File: src/rtl/seg7_reader_if.sv
// Bus between the seven-segment source and the seg7_reader monitor.
// The master side drives the sampled segment pattern; the slave side
// returns the decoded digit, the classification pulses and the error count.
interface seg7_reader_if #(
    parameter int NBITS_ERR = 8
);
    logic                 sample_en;
    logic [7:0]           seg_in;
    logic [3:0]           digit;
    logic                 digit_valid;
    logic                 step_up;
    logic                 step_down;
    logic                 jump;
    logic                 bad_pattern;
    logic [NBITS_ERR-1:0] err_count;

    modport master (
        output sample_en,
        output seg_in,
        input  digit,
        input  digit_valid,
        input  step_up,
        input  step_down,
        input  jump,
        input  bad_pattern,
        input  err_count
    );

    modport slave (
        input  sample_en,
        input  seg_in,
        output digit,
        output digit_valid,
        output step_up,
        output step_down,
        output jump,
        output bad_pattern,
        output err_count
    );
endinterface

File: src/rtl/seg7_reader.sv
// Seven-segment pattern reader: glitch-filters the segment bus, decodes
// accepted patterns back to a hex digit, classifies each new digit as a
// step up, step down or jump, and counts undecodable patterns.
module seg7_reader #(
    parameter int STABLE_CYCLES = 2,
    parameter int NBITS_ERR     = 8
) (
    input  logic           clk_2,
    input  logic           reset,
    seg7_reader_if.slave   bus
);

    localparam logic [3:0] STAB = 4'(STABLE_CYCLES);

    typedef enum logic {
        EMPTY = 1'b0,
        TRACK = 1'b1
    } state_t;

    // Decoded pattern layout: {is_digit, is_blank, value}
    function automatic logic [5:0] decode7(input logic [6:0] p);
        logic [5:0] d;
        case (p)
            7'h3F:   d = {2'b10, 4'h0};
            7'h06:   d = {2'b10, 4'h1};
            7'h5B:   d = {2'b10, 4'h2};
            7'h4F:   d = {2'b10, 4'h3};
            7'h66:   d = {2'b10, 4'h4};
            7'h6D:   d = {2'b10, 4'h5};
            7'h7D:   d = {2'b10, 4'h6};
            7'h07:   d = {2'b10, 4'h7};
            7'h7F:   d = {2'b10, 4'h8};
            7'h6F:   d = {2'b10, 4'h9};
            7'h77:   d = {2'b10, 4'hA};
            7'h7C:   d = {2'b10, 4'hB};
            7'h39:   d = {2'b10, 4'hC};
            7'h5E:   d = {2'b10, 4'hD};
            7'h79:   d = {2'b10, 4'hE};
            7'h71:   d = {2'b10, 4'hF};
            7'h00:   d = {2'b01, 4'h0};
            default: d = {2'b00, 4'h0};
        endcase
        return d;
    endfunction

    // Filter state
    logic [6:0]           r_cand;
    logic [3:0]           r_stab_cnt;
    logic [6:0]           r_last_acc;

    // Tracker state and registered outputs
    state_t               r_state;
    logic [3:0]           r_digit;
    logic                 r_digit_valid;
    logic                 r_step_up;
    logic                 r_step_down;
    logic                 r_jump;
    logic                 r_bad_pattern;
    logic [NBITS_ERR-1:0] r_err_count;

    logic [6:0]           w_pat;
    logic                 w_unused_dp;
    logic [3:0]           w_cnt_next;
    logic                 w_accept;
    logic [5:0]           w_dec;
    logic                 w_is_digit;
    logic                 w_is_blank;
    logic [3:0]           w_value;
    logic [3:0]           w_digit_up;
    logic [3:0]           w_digit_dn;

    // The decimal point carries no digit information.
    assign w_pat       = bus.seg_in[6:0];
    assign w_unused_dp = bus.seg_in[7];

    // Count the current pattern would reach this cycle; a new pattern restarts at 1.
    assign w_cnt_next = (w_pat != r_cand)      ? 4'd1 :
                        (r_stab_cnt >= STAB)   ? STAB :
                                                 r_stab_cnt + 4'd1;

    // Accept once per distinct stable pattern: last_acc blocks re-acceptance.
    assign w_accept = bus.sample_en && (w_cnt_next == STAB) && (w_pat != r_last_acc);

    assign w_dec      = decode7(w_pat);
    assign w_is_digit = w_dec[5];
    assign w_is_blank = w_dec[4];
    assign w_value    = w_dec[3:0];

    // 4-bit arithmetic gives the F->0 and 0->F wrap for free.
    assign w_digit_up = r_digit + 4'd1;
    assign w_digit_dn = r_digit - 4'd1;

    // Stability filter: track the candidate pattern and how long it has held.
    always_ff @(posedge clk_2) begin
        if (reset) begin
            r_cand     <= 7'h00;
            r_stab_cnt <= 4'd0;
            r_last_acc <= 7'h00;
        end else if (bus.sample_en) begin
            r_cand     <= w_pat;
            r_stab_cnt <= w_cnt_next;
            if (w_accept) begin
                r_last_acc <= w_pat;
            end
        end
    end

    // EMPTY/TRACK state machine with registered digit, pulses and error count.
    always_ff @(posedge clk_2) begin
        if (reset) begin
            r_state       <= EMPTY;
            r_digit       <= 4'h0;
            r_digit_valid <= 1'b0;
            r_step_up     <= 1'b0;
            r_step_down   <= 1'b0;
            r_jump        <= 1'b0;
            r_bad_pattern <= 1'b0;
            r_err_count   <= '0;
        end else begin
            r_step_up     <= 1'b0;
            r_step_down   <= 1'b0;
            r_jump        <= 1'b0;
            r_bad_pattern <= 1'b0;
            if (w_accept) begin
                if (w_is_blank) begin
                    r_digit_valid <= 1'b0;
                    r_state       <= EMPTY;
                end else if (!w_is_digit) begin
                    r_bad_pattern <= 1'b1;
                    if (r_err_count != '1) begin
                        r_err_count <= r_err_count + 1'b1;
                    end
                end else begin
                    r_digit       <= w_value;
                    r_digit_valid <= 1'b1;
                    case (r_state)
                        EMPTY: begin
                            r_state <= TRACK;
                        end
                        TRACK: begin
                            if (w_value == w_digit_up) begin
                                r_step_up <= 1'b1;
                            end else if (w_value == w_digit_dn) begin
                                r_step_down <= 1'b1;
                            end else begin
                                r_jump <= 1'b1;
                            end
                        end
                        default: r_state <= EMPTY;
                    endcase
                end
            end
        end
    end

    assign bus.digit       = r_digit;
    assign bus.digit_valid = r_digit_valid;
    assign bus.step_up     = r_step_up;
    assign bus.step_down   = r_step_down;
    assign bus.jump        = r_jump;
    assign bus.bad_pattern = r_bad_pattern;
    assign bus.err_count   = r_err_count;

endmodule
File: src/flat_wrapper.sv
// flat-port wrapper written by rule: the top's interface ports become plain ports
module seg7_reader_flat 
#(
    parameter int STABLE_CYCLES = 2,
    parameter int NBITS_ERR     = 8
)
  (clk_2, reset, bus_sample_en, bus_seg_in, bus_digit, bus_digit_valid, bus_step_up, bus_step_down, bus_jump, bus_bad_pattern, bus_err_count);
  seg7_reader_if #(.NBITS_ERR(NBITS_ERR)) bus_i ();
  input  logic clk_2;
  input  logic reset;
  input wire logic [$bits(bus_i.sample_en)-1:0] bus_sample_en;
  input wire logic [$bits(bus_i.seg_in)-1:0] bus_seg_in;
  output wire logic [$bits(bus_i.digit)-1:0] bus_digit;
  output wire logic [$bits(bus_i.digit_valid)-1:0] bus_digit_valid;
  output wire logic [$bits(bus_i.step_up)-1:0] bus_step_up;
  output wire logic [$bits(bus_i.step_down)-1:0] bus_step_down;
  output wire logic [$bits(bus_i.jump)-1:0] bus_jump;
  output wire logic [$bits(bus_i.bad_pattern)-1:0] bus_bad_pattern;
  output wire logic [$bits(bus_i.err_count)-1:0] bus_err_count;
  assign bus_i.sample_en = bus_sample_en;
  assign bus_i.seg_in = bus_seg_in;
  assign bus_digit = bus_i.digit;
  assign bus_digit_valid = bus_i.digit_valid;
  assign bus_step_up = bus_i.step_up;
  assign bus_step_down = bus_i.step_down;
  assign bus_jump = bus_i.jump;
  assign bus_bad_pattern = bus_i.bad_pattern;
  assign bus_err_count = bus_i.err_count;
  seg7_reader #(.STABLE_CYCLES(STABLE_CYCLES), .NBITS_ERR(NBITS_ERR)) u_core (.clk_2(clk_2), .reset(reset), .bus(bus_i));
endmodule
File: config.mk
export PLATFORM = sky130hd
export DESIGN_NAME = seg7_reader_flat
export DESIGN_NICKNAME = d
export VERILOG_FILES = /design/src/rtl/seg7_reader_if.sv /design/src/rtl/seg7_reader.sv /design/src/flat_wrapper.sv
export SDC_FILE = /design/constraint.sdc
export NUM_CORES = 1
export LEC_CHECK = 0
export ABC_AREA = 1
export BUFFER_PORTS_ARGS = -buffer_cell sky130_fd_sc_hd__buf_2
export CORE_MARGIN = 2
export CORE_UTILIZATION = 52
export DETAILED_ROUTE_END_ITERATION = 10
export HOLD_SLACK_MARGIN = 0.02
export PLACE_DENSITY = 0.73
export SYNTH_ARGS = -nofsm -noshare
export SYNTH_HDL_FRONTEND = slang
export SYNTH_SLANG_ARGS = --single-unit
File: constraint.sdc
create_clock -name clk_2 -period 3.3 [get_ports clk_2]
set_input_delay 0.165 -clock clk_2 [delete_from_list [all_inputs] [get_ports clk_2]]
set_output_delay 0.165 -clock clk_2 [all_outputs]
set_load 0.01 [all_outputs]
==> flow_summary_export.csv, run 1 <==
group,metric,value,unit
synthesis,synthArstFlopShare,0,
timing,setup_viol,0,
timing,fin_crit_sh,0.6123,
detailed_routing,via_per_inst,5.038,
placed_design,gp_congestion,0.8926,
global_routing,antenna_found_initial,0,
detailed_routing,drt_first_pass_iters,4,
clock_network,cts_made_buffers,5,
synthesis,synthTopCellsByCount,"nand2_1 (92), nor2_1 (45), dfxtp_1 (35)",
placed_design,hpwl,3596,um
pwr,p_sw_frac,0.2450,
pwr,p_switching,0.2291,mW
pwr,power_frac_comb,0.104,
synthesis,syn-cell-area,2257,um2
job,drv_cap,0,
pwr,p_seq_frac,0.465,
die,die_width,69.89,um
die,ios,28,
pwr,powerDensity,375.5,nW/um2
synthesis,ys_seq_area_frac,0.3104,
detailed_routing,route.detailed.drc,0,
worst_setup_path,crit_required,3530,ps
timing,final_max_slew_viol_count,0,
detailed_routing,drt-total-wl,4794,um
pwr,power,0.9350,mW
clock_network,clkTransAtPathRegs,70,ps
placed_design,port_buffers,26,
die,row_count,23,
cells_and_area,design_area,2490,um2
synthesis,syn_nets,363,
worst_hold_path,hold_path.class,"in2reg",
placed_design,placedCellCount,411,
global_routing,grt_start_max_net_pins,21,
synthesis,synth_area_leaders,"dfxtp_1 (31%), nand2_1 (15%), nor2_1 (7.5%), a21oi_1 (6.0%), nand3_1 (5.5%)",
cells_and_area,instances_no_fill,419,
synthesis,synth_edf_count,0,
global_routing,grt_overflow,0,
worst_setup_path,cp_data_arrival_time,2250,ps
timing,skew,4.378,ps
synthesis,yosysTopAreaCell,"dfxtp_1",
clock_network,cts_buffer_depth,2,
outcome,status,"finished, final reports clean",
timing,rsz0062_at_grt,"no",
clock_network,cts-resized-gates,0,
worst_setup_path,start_kind,"register",
global_routing,track_usage,0.2132,
pwr,total_leakage_power,1.209,nW
synthesis,synth_seq_cells,35,
worst_setup_path,worstSetupEndpointType,"register",
die,die-height,69.89,um
clock_network,cts_max_level,2,
detailed_routing,num_vias,2111,
timing,tightest_slew,555.8,ps
clock_network,clock_latency,290,ps
global_routing,grt_pass1_wl,8562,um
cells_and_area,area_delta_synth_final,10.31,%
clock_network,hold_buffers,0,
timing,finalHoldViolCount,0,
synthesis,synth_most_common_cell,"nand2_1",
clock_network,post_cts_buffers,0,
synthesis,ys_warn_count,0,
clock_network,root_buffer,"clkbuf_8",
detailed_routing,drt_iter0_markers,79,
timing,fmax,0.4949,GHz
clock_network,clock-sinks,35,
die,start_util,0.5524,
synthesis,synth_cell_types,28,
timing,timing.final.crit_period,2021,ps
cells_and_area,nets,384,
detailed_routing,routedWlPerCell,11.44,um
cells_and_area,insertedDiodeCount,0,
pwr,clkPwrFrac,0.431,
clock_network,cts_tree,"built",
timing,relSlewSlack,0.6291,
worst_setup_path,crit_type,"reg2reg",
synthesis,syn_inst,347,
die,core,4086,um2
synthesis,syn_area_per_cell,6.505,um2
pwr,ir_drop,0.2731,mV
synthesis,synth_top_area_frac,0.3104,
pwr,p_int,0.7059,mW
detailed_routing,ant_nets,0,
global_routing,grt_pass1_vias,2048,
cells_and_area,drive_above_1_share,0.1653,
timing,fin_tns_setup,0,ps
synthesis,synth_top_flop_cell,"dfxtp_1",
worst_setup_path,cp_max_fo,18,
placed_design,place_area,2372,um2
die,dieArea,4884,um2
-- cell usage in the layout, fill, tap and decap left out, types with 2 or more instances in the layout --
cell | Yosys | layout
nand3_2 | 2 | 2
nor2_2 | 5 | 5
nand3b_1 | 2 | 2
inv_2 | 6 | 6
ha_1 | 5 | 5
nor2_4 | 4 | 4
o21ai_0 | 18 | 18
buf_2 | 2 | 26
nor2_1 | 45 | 45
dfxtp_1 | 35 | 35
nand2_1 | 92 | 92
xor2_1 | 10 | 10
nor3_1 | 4 | 4
a21oi_1 | 27 | 27
nand4_1 | 4 | 4
clkbuf_8 | 0 | 6
nand3_1 | 25 | 25
inv_1 | 29 | 29
nand2_2 | 8 | 8
xnor2_1 | 9 | 9
-- through the flow --
stage	util	hold WS (ps)	worst slack (ps)
2_1_floorplan	-	234.1	1674
3_3_place_gp	0.5805	427.5	1349
3_5_place_dp	0.5805	430.6	1315
4_1_cts	0.6093	199.3	1276
5_1_grt	0.6093	229.3	1100
6_report	0.6093	204.8	1279
-- area by class of cell --
cell class              instances  area (um2)
well taps                      50       62.56
repair buffers                 26       130.1
fillers                       393        1597
clock buffers                   6       82.58
inverters                      35       131.4
clock inverters                 2       35.03
flip-flops and latches         35       700.7
multi-input cells             265        1348
-- worst paths after layout --
check                             from                   end  slack (ps)  depth (start not counted)
setup / recovery  u_core.r_stab_cnt[0]       u_core.bus.jump        1280                         11
hold / removal           bus_seg_in[1]      u_core.r_cand[1]         200                          3
setup reg to reg  u_core.r_stab_cnt[0]       u_core.bus.jump        1280                         11
hold reg to reg   u_core.r_stab_cnt[3]  u_core.r_stab_cnt[3]         440                          2
-- power by group through the flow --
| stage | Clock [mW] | Sequential (mW) | Combinational, mW |
|---|---|---|---|
| global placement | 0 | 0.444 | 0.0949 |
| CTS | 0.414 | 0.434 | 0.0969 |
| global route | 0.431 | 0.435 | 0.111 |
| detailed placement | 0 | 0.444 | 0.0964 |
| floorplan | 0 | 0.443 | 0.0790 |
| finish | 0.403 | 0.435 | 0.0970 |
-- cell families (layout without fill, tap and decap cells) --
| logic type | after synthesis | after routing | synth area share |
|---|---|---|---|
| buffers and inverters | 47 | 69 | 0.09256 |
| AOI/OAI and AO/OA | 46 | 46 | 0.1031 |
| DFF | 35 | 35 | 0.3104 |
| xor gates and xnor gates | 19 | 19 | 0.07373 |
| and+or+nand+nor | 195 | 195 | 0.3925 |
| adders and majority gates | 5 | 5 | 0.02772 |
-- sequential cells by signal, summed over array words and instances (netlist names) --
name and flops:
u_core.bus.err_count 8, u_core.r_cand 7, u_core.bus.jump 1, u_core.bus.digit 4
u_core.bus.bad_pattern 1, u_core.r_last_acc 7, u_core.r_state 1, u_core.r_stab_cnt 4
u_core.bus.step_up 1, u_core.bus.step_down 1
-- metal layers --
metal	vias up	routed length [um]	GRT usage
li1	1141	-	-
met1	935	2285	0.2637
met2	33	2225	0.3534
met3	2	257	0.05772
met4	0	26	0.08120
met5	-	0	0
-- critical path: stages, from the launching register on --
cell and delay, ps:
dfxtp_1 360, inv_1 70, ha_1 280, inv_1 50
o21ai_0 130, nor2_2 160, nand2_1 90, nor2_4 340
nand2_2 180, nor2_1 130, nand2_1 80, nor2_1 80
Note: power is estimated with default switching activity, not from simulation.
==> inputs of run 2 (changes only) <==
==> constraint.sdc (replaced) <==
create_clock -name clk_2 -period 2.07 [get_ports clk_2]
set_input_delay 0.1035 -clock clk_2 [delete_from_list [all_inputs] [get_ports clk_2]]
set_output_delay 0.1035 -clock clk_2 [all_outputs]
set_load 0.01 [all_outputs]
==> flow_summary_export.csv, run 2 (synthesized netlist as in run 1, its figures left out) <==
group,metric,value,unit
global_routing,antenna_found_initial,0,
worst_setup_path,crit_type,"reg2reg",
global_routing,track_usage,0.2136,
worst_setup_path,path_cells,"inv_1 > ha_1 > inv_1 > o21ai_0 > nor2_2 > nand2_1 > nor2_4 > buf_4 > nand3_1 > a21oi_1",
clock_network,root_buffer,"clkbuf_8",
worst_hold_path,hold_path.class,"in2reg",
worst_setup_path,crit_required,2290,ps
cells_and_area,largest_register_ffs,8,
clock_network,clkTransAtPathRegs,70,ps
detailed_routing,ant_nets,0,
outcome,status,"finished, final reports clean",
global_routing,grt_pass1_vias,1998,
global_routing,grt_pass1_wl,8487,um
timing,setup_viol,0,
global_routing,grt_start_max_net_pins,21,
die,ios,28,
global_routing,grt_overflow,0,
cells_and_area,design_area,2502,um2
cells_and_area,area_delta_synth_final,10.86,%
job,drv_cap,0,
clock_network,cts_tree,"built",
pwr,ir_drop,0.3612,mV
placed_design,gp_congestion,0.9060,
worst_setup_path,cp_data_arrival_time,2020,ps
placed_design,place_area,2402,um2
timing,finalHoldViolCount,0,
worst_setup_path,crit_path_top_delay_cell,"dfxtp_1",
die,row_count,23,
worst_setup_path,worstSetupEndpointType,"register",
clock_network,cts_max_level,2,
timing,tightest_slew,542.3,ps
cells_and_area,insertedDiodeCount,0,
detailed_routing,drt-total-wl,4863,um
worst_setup_path,start_kind,"register",
clock_network,cts_made_buffers,5,
pwr,total_leakage_power,1.219,nW
detailed_routing,via_per_inst,5.080,
die,dieArea,4884,um2
worst_setup_path,crit_path_frequent_cell,"inv_1",
timing,relSlewSlack,0.6381,
pwr,powerDensity,559.7,nW/um2
timing,skew,12.12,ps
clock_network,post_cts_buffers,0,
timing,timing.final.crit_period,1799,ps
cells_and_area,drive_above_1_share,0.1716,
timing,fin_crit_sh,0.8690,
timing,final_max_slew_viol_count,0,
clock_network,clock-sinks,35,
timing,fmax,0.5559,GHz
timing,rsz0062_at_grt,"no",
worst_setup_path,r2r_slack,270,ps
placed_design,hpwl,3623,um
placed_design,port_buffers,26,
cells_and_area,fill_cells,412,
worst_setup_path,critPathMaxStageDelay,350,ps
cells_and_area,layout_common_cells,"nand2_1 (92), nor2_1 (45), dfxtp_1 (35)",
timing,fin_tns_setup,0,ps
cells_and_area,nets,388,
clock_network,clock_latency,290,ps
clock_network,cts-resized-gates,0,
detailed_routing,drt_iter0_markers,174,
detailed_routing,routedWlPerCell,11.50,um
detailed_routing,drt_first_pass_iters,4,
die,die_width,69.89,um
detailed_routing,num_vias,2149,
clock_network,cts_buffer_depth,2,
clock_network,hold_buffers,0,
worst_setup_path,cp_max_fo,10,
die,die-height,69.89,um
die,start_util,0.5524,
die,core,4086,um2
detailed_routing,route.detailed.drc,0,
cells_and_area,layout_commonest_cell,"nand2_1",
## run 2: through the flow
| stage | worst slack [ps] | hold slack (ps) | instances | power, mW | utilization |
|---|---|---|---|---|---|
| 6_report | 271.1 | 155.9 | 423 | 1.401 | 0.6124 |
| 5_1_grt | 94.37 | 168.2 | 423 | 1.478 | 0.6124 |
| 4_1_cts | 240.7 | 151.8 | 423 | 1.419 | 0.6124 |
| 3_5_place_dp | 249.2 | 430.7 | 415 | 0.8635 | 0.5879 |
| 3_3_place_gp | 286.0 | 427.6 | 415 | 0.8611 | 0.5879 |
| 2_1_floorplan | 443.7 | 172.6 | 347 | 0.8327 | - |
## run 2: critical path, delay by kind of cell (launching register included)
kind	cells	cell delay, ps
flops	1	350
simple gates	4	520
buf+inv	3	290
compound gates	2	270
fa+ha+maj	1	290
## run 2: area by class of cell
class | count | area, um2 | share of cell area
flip-flops and latches | 35 | 700.7 | 0.2800
well taps | 50 | 62.56 | 0.02500
clock buffers | 8 | 100.1 | 0.04000
inverters | 35 | 131.4 | 0.05250
multi-input cells | 265 | 1348 | 0.5385
repair buffers | 30 | 160.2 | 0.06400
## run 2: layer usage
metal / vias to the layer above / part of all wire / GRT usage
li1: 1146 / - / -
met1: 959 / 0.48 / 0.2648
met2: 40 / 0.46 / 0.3630
met3: 4 / 0.050 / 0.05628
met4: 0 / 0.0099 / 0.06410
met5: - / 0 / 0
## run 2: final timing paths
path / from / end / cells past startpoint
max: u_core.r_stab_cnt[0] / u_core.bus.err_count[3] / 10
min reg2reg: u_core.r_stab_cnt[3] / u_core.r_stab_cnt[3] / 2
min: bus_seg_in[1] / u_core.r_cand[1] / 3
max reg2reg: u_core.r_stab_cnt[0] / u_core.bus.err_count[3] / 10
## run 2: power breakdown
group	leakage (nW)	total, mW	internal, mW	switching, mW
Sequential	0.284	0.693	0.685	0.00758
Combinational	0.884	0.156	0.0519	0.104
Clock	0.0515	0.551	0.304	0.248
